==> config.mk <==
export PLATFORM = sky130hd
export DESIGN_NAME = vlsu_axi_txn_limiter
export DESIGN_NICKNAME = d
export VERILOG_FILES = /design/src/rtl/vlsu_axi_txn_limiter.sv
export SDC_FILE = /design/constraint.sdc
export NUM_CORES = 1
export LEC_CHECK = 0
export CORE_MARGIN = 1
export CORE_UTILIZATION = 44
export DETAILED_ROUTE_END_ITERATION = 10
export GPL_TIMING_DRIVEN = 1
export PLACE_DENSITY = 0.76
export SYNTH_ARGS = -nofsm -noshare
export SYNTH_HDL_FRONTEND = slang
export SYNTH_SLANG_ARGS = --single-unit
==> constraint.sdc <==
create_clock -name clk_i -period 3.5 [get_ports clk_i]
set_clock_uncertainty 0.15 [all_clocks]
set_input_delay 1.05 -clock clk_i [delete_from_list [all_inputs] [get_ports clk_i]]
set_output_delay 1.05 -clock clk_i [all_outputs]
set_load 0.05 [all_outputs]
==> src/rtl/vlsu_axi_txn_limiter.sv <==
// Outstanding-burst limiter between the VLSU AXI master and the memory-side cut.
// Caps AR/AW in flight, holds W until its AW is accepted, tracks error responses, drains on request.
module vlsu_axi_txn_limiter #(
   parameter int unsigned MaxRdTxn = 8,
   parameter int unsigned MaxWrTxn = 8,
   parameter int unsigned RdCntW   = $clog2(MaxRdTxn + 1),
   parameter int unsigned WrCntW   = $clog2(MaxWrTxn + 1)
) (
   input  logic              clk_i,
   input  logic              rst_i,
   input  logic              slv_ar_valid_i,
   output logic              slv_ar_ready_o,
   output logic              mst_ar_valid_o,
   input  logic              mst_ar_ready_i,
   input  logic              slv_aw_valid_i,
   output logic              slv_aw_ready_o,
   output logic              mst_aw_valid_o,
   input  logic              mst_aw_ready_i,
   input  logic              slv_w_valid_i,
   output logic              slv_w_ready_o,
   input  logic              slv_w_last_i,
   output logic              mst_w_valid_o,
   input  logic              mst_w_ready_i,
   input  logic              mst_r_valid_i,
   output logic              mst_r_ready_o,
   input  logic              mst_r_last_i,
   input  logic [1:0]        mst_r_resp_i,
   output logic              slv_r_valid_o,
   input  logic              slv_r_ready_i,
   input  logic              mst_b_valid_i,
   output logic              mst_b_ready_o,
   input  logic [1:0]        mst_b_resp_i,
   output logic              slv_b_valid_o,
   input  logic              slv_b_ready_i,
   input  logic              drain_req_i,
   output logic              drain_done_o,
   output logic              rd_err_o,
   output logic              wr_err_o,
   input  logic              err_clr_i,
   output logic [RdCntW-1:0] rd_outstanding_o,
   output logic [WrCntW-1:0] wr_outstanding_o
);

   typedef enum logic [1:0] {IDLE, DRAIN, DONE} state_t;

   localparam logic [RdCntW-1:0] RdMax = RdCntW'(MaxRdTxn);
   localparam logic [WrCntW-1:0] WrMax = WrCntW'(MaxWrTxn);

   state_t            state_q, state_d;
   logic [RdCntW-1:0] rd_cnt_q;
   logic [WrCntW-1:0] wr_cnt_q;
   logic [WrCntW-1:0] w_pend_q;
   logic              rd_err_q, wr_err_q;

   logic ar_open, aw_open, w_open;
   logic ar_hs, aw_hs, w_last_hs, r_hs, r_last_hs, b_hs;
   logic unused_resp;

   // Gates look only at registered state, so R/B never reach AR/AW combinationally.
   assign ar_open = (rd_cnt_q != RdMax) && (state_q == IDLE);
   assign aw_open = (wr_cnt_q != WrMax) && (state_q == IDLE);
   assign w_open  = (w_pend_q != '0);

   assign mst_ar_valid_o = slv_ar_valid_i & ar_open;
   assign slv_ar_ready_o = mst_ar_ready_i & ar_open;
   assign mst_aw_valid_o = slv_aw_valid_i & aw_open;
   assign slv_aw_ready_o = mst_aw_ready_i & aw_open;
   assign mst_w_valid_o  = slv_w_valid_i & w_open;
   assign slv_w_ready_o  = mst_w_ready_i & w_open;

   assign slv_r_valid_o = mst_r_valid_i;
   assign mst_r_ready_o = slv_r_ready_i;
   assign slv_b_valid_o = mst_b_valid_i;
   assign mst_b_ready_o = slv_b_ready_i;

   assign ar_hs     = slv_ar_valid_i & mst_ar_ready_i & ar_open;
   assign aw_hs     = slv_aw_valid_i & mst_aw_ready_i & aw_open;
   assign w_last_hs = slv_w_valid_i & mst_w_ready_i & w_open & slv_w_last_i;
   assign r_hs      = mst_r_valid_i & slv_r_ready_i;
   assign r_last_hs = r_hs & mst_r_last_i;
   assign b_hs      = mst_b_valid_i & slv_b_ready_i;

   assign unused_resp = ^{mst_r_resp_i[0], mst_b_resp_i[0]};

   always_comb begin
      state_d = state_q;
      unique case (state_q)
         IDLE:  if (drain_req_i) state_d = DRAIN;
         DRAIN: begin
            if (!drain_req_i)
               state_d = IDLE;
            else if (rd_cnt_q == '0 && wr_cnt_q == '0 && w_pend_q == '0)
               state_d = DONE;
         end
         DONE:  if (!drain_req_i) state_d = IDLE;
         default: state_d = IDLE;
      endcase
   end

   always_ff @(posedge clk_i) begin
      if (rst_i) begin
         state_q  <= IDLE;
         rd_cnt_q <= '0;
         wr_cnt_q <= '0;
         w_pend_q <= '0;
         rd_err_q <= 1'b0;
         wr_err_q <= 1'b0;
      end else begin
         state_q <= state_d;

         // Decrement at zero is a protocol error; the counters saturate instead of wrapping.
         if (ar_hs && !r_last_hs)
            rd_cnt_q <= rd_cnt_q + RdCntW'(1);
         else if (!ar_hs && r_last_hs && rd_cnt_q != '0)
            rd_cnt_q <= rd_cnt_q - RdCntW'(1);

         if (aw_hs && !b_hs)
            wr_cnt_q <= wr_cnt_q + WrCntW'(1);
         else if (!aw_hs && b_hs && wr_cnt_q != '0)
            wr_cnt_q <= wr_cnt_q - WrCntW'(1);

         if (aw_hs && !w_last_hs)
            w_pend_q <= w_pend_q + WrCntW'(1);
         else if (!aw_hs && w_last_hs)
            w_pend_q <= w_pend_q - WrCntW'(1);

         if (r_hs && mst_r_resp_i[1])
            rd_err_q <= 1'b1;
         else if (err_clr_i)
            rd_err_q <= 1'b0;

         if (b_hs && mst_b_resp_i[1])
            wr_err_q <= 1'b1;
         else if (err_clr_i)
            wr_err_q <= 1'b0;
      end
   end

   assign drain_done_o     = (state_q == DONE);
   assign rd_err_o         = rd_err_q;
   assign wr_err_o         = wr_err_q;
   assign rd_outstanding_o = rd_cnt_q;
   assign wr_outstanding_o = wr_cnt_q;

   a_rd_underflow : assert property (@(posedge clk_i) disable iff (rst_i)
      !(r_last_hs && !ar_hs && rd_cnt_q == '0));
   a_wr_underflow : assert property (@(posedge clk_i) disable iff (rst_i)
      !(b_hs && !aw_hs && wr_cnt_q == '0));

endmodule

=== Yosys cells after proc, flatten, opt, wreduce, memory -nomap -nowiden ===
Cells that the tools add are included.

* Bits in registers: 16
* Output and inout bits: 21
* Word-level logic and storage cells: 81

* $add $sub $neg: 6
* Equality and inequality tests: 7
* Multiplexer cells: 14
* Bitwise gates (word level): 16
* Reduce and logical (&&, ||, !) cells: 32

{| class="wikitable"
|+ Operators with widths
! operator !! count
|-
| $mux W4 || 6
|-
| $and A1 B1 Y1 || 16
|-
| $logic_and A1 B1 Y1 || 14
|-
| $add A4 B1 Y4 const B || 3
|-
| $logic_not A4 Y1 || 3
|-
| $reduce_bool A4 Y1 || 3
|-
| $sub A4 B1 Y4 const B || 3
|-
| $reduce_bool A2 Y1 || 5
|-
| $mux W2 || 4
|-
| $ne A4 B4 Y1 const B || 2
|-
| $pmux W2 S3 || 1
|-
| $logic_not A1 Y1 || 5
|-
| $ne A2 B2 Y1 const B || 2
|-
| $mux W1 || 3
|-
| $ne A3 B3 Y1 const B || 1
|-
| $reduce_and A3 Y1 || 1
|-
| $eq A2 B1 Y1 const B || 1
|-
| $eq A2 B2 Y1 const B || 1
|-
| $logic_not A2 Y1 || 1
|}

=== Depth between registers and ports, before layout ===
* Depth in word-level cells: 8
* Mapped depth: 10

=== Worst setup path after synthesis ===
No wires, ideal clock.

* Path kind: input-to-reg
* Start point: input port slv_w_valid_i
* End point: register w_pend_q[3]
* Arrival time: 3.299 ns
* Slack: -0.070 ns
* Stages on the path: 9
* Cells stage by stage: nor2b_1 -> nand3_1 -> ha_1 -> inv_1 -> ha_1 -> a21oi_1 -> a211oi_1 -> a31oi_1 -> mux2_2

* Word-level cells in the longest chain between the ends: 6
* Elaborated cells between the ends (all ways): 8
* Classes of those cells: mux: 1; bitwise: 3; reduce/logical: 4

{| class="wikitable"
|+ RTL lines
! element !! line !! RTL
|-
| from (decl) || 19 || <nowiki>input logic slv_w_valid_i,</nowiki>
|-
| $and A1 B1 Y1 (*) (3 in series) || 78 || <nowiki>assign w_last_hs = slv_w_valid_i & mst_w_ready_i & w_open & slv_w_last_i;</nowiki>
|-
| $logic_not A1 Y1 || 122 || <nowiki>if (aw_hs && !w_last_hs)</nowiki>
|-
| $logic_and A1 B1 Y1 || 122 ||
|-
| $mux W4 / $reduce_bool A2 Y1 (equally long branches) || -- ||
|-
| to (signal assigned) || 123 || <nowiki>w_pend_q <= w_pend_q + WrCntW'(1);</nowiki>
|-
| to (signal assigned) || 125 || <nowiki>w_pend_q <= w_pend_q - WrCntW'(1);</nowiki>
|-
| to (decl) || 52 || <nowiki>logic [WrCntW-1:0] w_pend_q;</nowiki>
|}

Every way passes the cells marked *; elsewhere a longest branch is shown, timed or not.
A chain may end at the register's enable or synchronous reset.

=== Final worst setup path ===
* Start point: input port slv_aw_valid_i
* End point: register wr_cnt_q[3], in the netlist wr_outstanding_o[3]

* Word-level cells in the longest chain between the ends: 6
* Elaborated cells between the ends (all ways): 8
* Classes of those cells: mux: 1; bitwise: 2; reduce/logical: 5

{| class="wikitable"
|+ RTL lines
! element !! line !! RTL
|-
| from (decl) || 15 || <nowiki>input logic slv_aw_valid_i,</nowiki>
|-
| $and A1 B1 Y1 (*) (2 in series) || 77 || <nowiki>assign aw_hs = slv_aw_valid_i & mst_aw_ready_i & aw_open;</nowiki>
|-
| $logic_not A1 Y1 || 119 || <nowiki>else if (!aw_hs && b_hs && wr_cnt_q != '0)</nowiki>
|-
| $logic_and A1 B1 Y1 (2 in series) || 119 ||
|-
| $reduce_bool A2 Y1 (no line) || -- ||
|-
| to (signal assigned) || 118 || <nowiki>wr_cnt_q <= wr_cnt_q + WrCntW'(1);</nowiki>
|-
| to (signal assigned) || 120 || <nowiki>wr_cnt_q <= wr_cnt_q - WrCntW'(1);</nowiki>
|-
| to (decl) || 51 || <nowiki>logic [WrCntW-1:0] wr_cnt_q;</nowiki>
|}

Marked as above.

==> flow_metrics.env <==
export IMPL_ir_worst_vdd_mv=0.378
export IMPL_track_usage=0.222
export IMPL_syn_num_nets=159
export IMPL_dpl_hpwl_mm=2.15
export IMPL_slowest_stage="clkdlybuf4s50_1"
export IMPL_pwr_share_clk=0.116
export IMPL_initial_core_util=0.462
export IMPL_syn_area_mm2=0.00113
export IMPL_rrSetupSlack_ns=0.84
export IMPL_insertion_delay_ns=0.28
export IMPL_clock_sinks=16
export IMPL_worstPathArrival_ns=3.32
export IMPL_fin_cells=204
export IMPL_worstPathMaxFanout=7
export IMPL_cts_reportedPaths_clkPinSlew_ns=0.10
export IMPL_outcome="completed"
export IMPL_drtIter0Drc=12
export IMPL_synth_top_area_frac=0.282
export IMPL_grt_antenna_before_repair=0
export IMPL_synth_common_cells="16 x dfxtp_1, 15 x nor2_1, 14 x nand2_1"
export IMPL_core_rowCount=18
export IMPL_cts_tree="done"
export IMPL_io_pins=41
export IMPL_yosysMostFrequentCell="dfxtp_1"
export IMPL_power_internal_mw=0.587
export IMPL_setup_viol_count_final=0
export IMPL_comb_power_share=0.615
export IMPL_synth_ff_type="dfxtp_1"
export IMPL_synth_edff_count=0
export IMPL_vias=1101
export IMPL_area_growth_pct=52.0
export IMPL_diodes=0
export IMPL_routed_via_density=5.40
export IMPL_grt_max_degree=17
export IMPL_routedWlPerCell_um=12.7
export IMPL_yosys_warnings=0
export IMPL_nNetsFinal=205
export IMPL_ys_seq_area_frac=0.282
export IMPL_io_buffer_count=38
export IMPL_rsz0062_at_grt="no"
export IMPL_p_leak_nw=0.735
export IMPL_max_freq_ghz=0.303
export IMPL_firstDrtPassIters=4
export IMPL_synth_distinct_cells=37
export IMPL_multiInputGateArea_um2=757
export IMPL_swShare=0.447
export IMPL_cpMostUsedCell="nand2_1"
export IMPL_setup_ws_ns=0.201
export IMPL_required_ns=3.52
export IMPL_synthCells=129
export IMPL_cts_root_buf="clkbuf_4"
export IMPL_critPathMaxStageDelay_ns=0.48
export IMPL_period_share=0.943
export IMPL_core_area_mm2=0.00245
export IMPL_die_x_um=52.8
export IMPL_holdCritPathClass="reg2reg"
export IMPL_ant_nets=0
export IMPL_clockBufferDepth=2
export IMPL_grt_pass1_vias=1114
export IMPL_start_kind="input port"
export IMPL_wirelength_mm=2.59
export IMPL_synthTopCellsByArea="dfxtp_1 28%, ha_1 7.7%, mux2i_1 6.2%"
export IMPL_cp_buffers_inverters=1
export IMPL_max_cap_violations=0
export IMPL_power_switching_mw=0.474
export IMPL_dpl_instance_area_mm2=0.00169
export IMPL_drive_above_1_share=0.190
export IMPL_place_inst=200
export IMPL_p_seq_frac=0.269
export IMPL_maxSlewViolCount=0
export IMPL_die_h_um=52.8
export IMPL_cts_resized=0
export IMPL_synth_seq_cells=16
export IMPL_route_detailed_drc=0
export IMPL_htreeDepth=1
export IMPL_worst_setup_path_end_kind="register"
export IMPL_power_density_mw_per_mm2=615
export IMPL_grt_pass1_wl_mm=4.58
export IMPL_cts_setup_buffers=0
export IMPL_yosys_area_top_type="dfxtp_1"
export IMPL_relSlewSlack=0.663
export IMPL_syn_avg_cell_area_um2=8.80
export IMPL_dp_slack_ns=-0.0976
export IMPL_hold_viol=0
export IMPL_design_area_mm2=0.00173
export IMPL_fill_cells=194
export IMPL_numCtsBuffers=3
export IMPL_worstSetupPathType="in2reg"
export IMPL_period_needed_ns=3.30
export IMPL_worst_pin_slew_ns=0.504
export IMPL_path_cells="clkdlybuf4s50_1 -> nand2_1 -> nor3_4 -> nand2_1 -> ha_1 -> nand3_1 -> and2_1 -> and4b_1 -> or4b_1"
export IMPL_die_area_mm2=0.00279
export IMPL_place_gp_congestion=0.813
export IMPL_tns_ns=0
export IMPL_hold_buffers=0
export IMPL_critPathTopFamily="simple AND/OR/NAND/NOR gates"
export IMPL_async_reset_ff_frac=0
export IMPL_grt_ovfl_total=0
export IMPL_regArea_um2=320
-- power groups by stage --
stage | clock [mW] | sequential, mW | combinational [mW]
after global routing | 0.132 | 0.294 | 0.707
after global placement | 0 | 0.286 | 0.637
after floorplan | 0 | 0.362 | 0.333
final | 0.123 | 0.285 | 0.653
after CTS | 0.125 | 0.286 | 0.659
after detailed placement | 0 | 0.290 | 0.658
-- logic make-up after synthesis --
logic type,count (synthesis),synth area share
simple gates,61,0.307
compound gates,16,0.106
flops,16,0.282
buf+inv,12,0.0529
mux,10,0.0915
fa+ha+maj,10,0.130
xor+xnor,4,0.0309
-- registers in the layout, indices dropped and copies added, names as in the netlist --
| name | cells |
|---|---|
| wr_err_o | 1 |
| rd_outstanding_o | 4 |
| state_q | 2 |
| w_pend_q | 4 |
| wr_outstanding_o | 4 |
| rd_err_o | 1 |
-- per-stage QoR --
stage / hold slack, ns / total power, mW / utilization
floorplan: 0.316 / 0.695 / -
global placement: 0.321 / 0.923 / 0.688
detailed placement: 0.331 / 0.948 / 0.688
CTS: 0.355 / 1.07 / 0.703
global route: 0.400 / 1.13 / 0.703
finish: 0.349 / 1.06 / 0.703
-- cells in the final DEF, fill, tap and decap left out, types with 4 or more instances in the layout --
cell type / n
clkdlybuf4s50_1: 28
dfxtp_1: 16
nor2_1: 15
nand2_1: 14
buf_12: 10
buf_4: 10
mux2i_1: 7
ha_1: 7
nand3_1: 6
a21oi_1: 5
and2_1: 5
inv_1: 5
nor2b_1: 4
-- layout make-up --
cell class | count | share of cell area
repair buffers | 48 | 0.322
inverters | 5 | 0.0109
multi-input cells | 101 | 0.439
well taps | 30 | 0.0218
clock buffers | 4 | 0.0210
flip-flops and latches | 16 | 0.186
-- path summary, 6_finish.rpt --
path,startpoint,endpoint,depth (start not counted)
worst min register to register,rd_err_o,rd_err_o,2
worst max-delay path,slv_aw_valid_i,wr_outstanding_o[3],9
worst max register to register,wr_outstanding_o[0],wr_outstanding_o[3],8
worst min-delay path,rd_err_o,rd_err_o,2
-- worst min-delay path, stage by stage (launching register included) --
cell,delay (ns)
dfxtp_1,0.34
a32oi_1,0.06
nor2_1,0.07
-- layer usage --
metal  share of wire  track usage
met2            0.55        0.424
met4           0.015       0.0570
met5               0            0
met3           0.041       0.0377
met1            0.40        0.248
No activity file was read; power rests on OpenSTA's default activity.
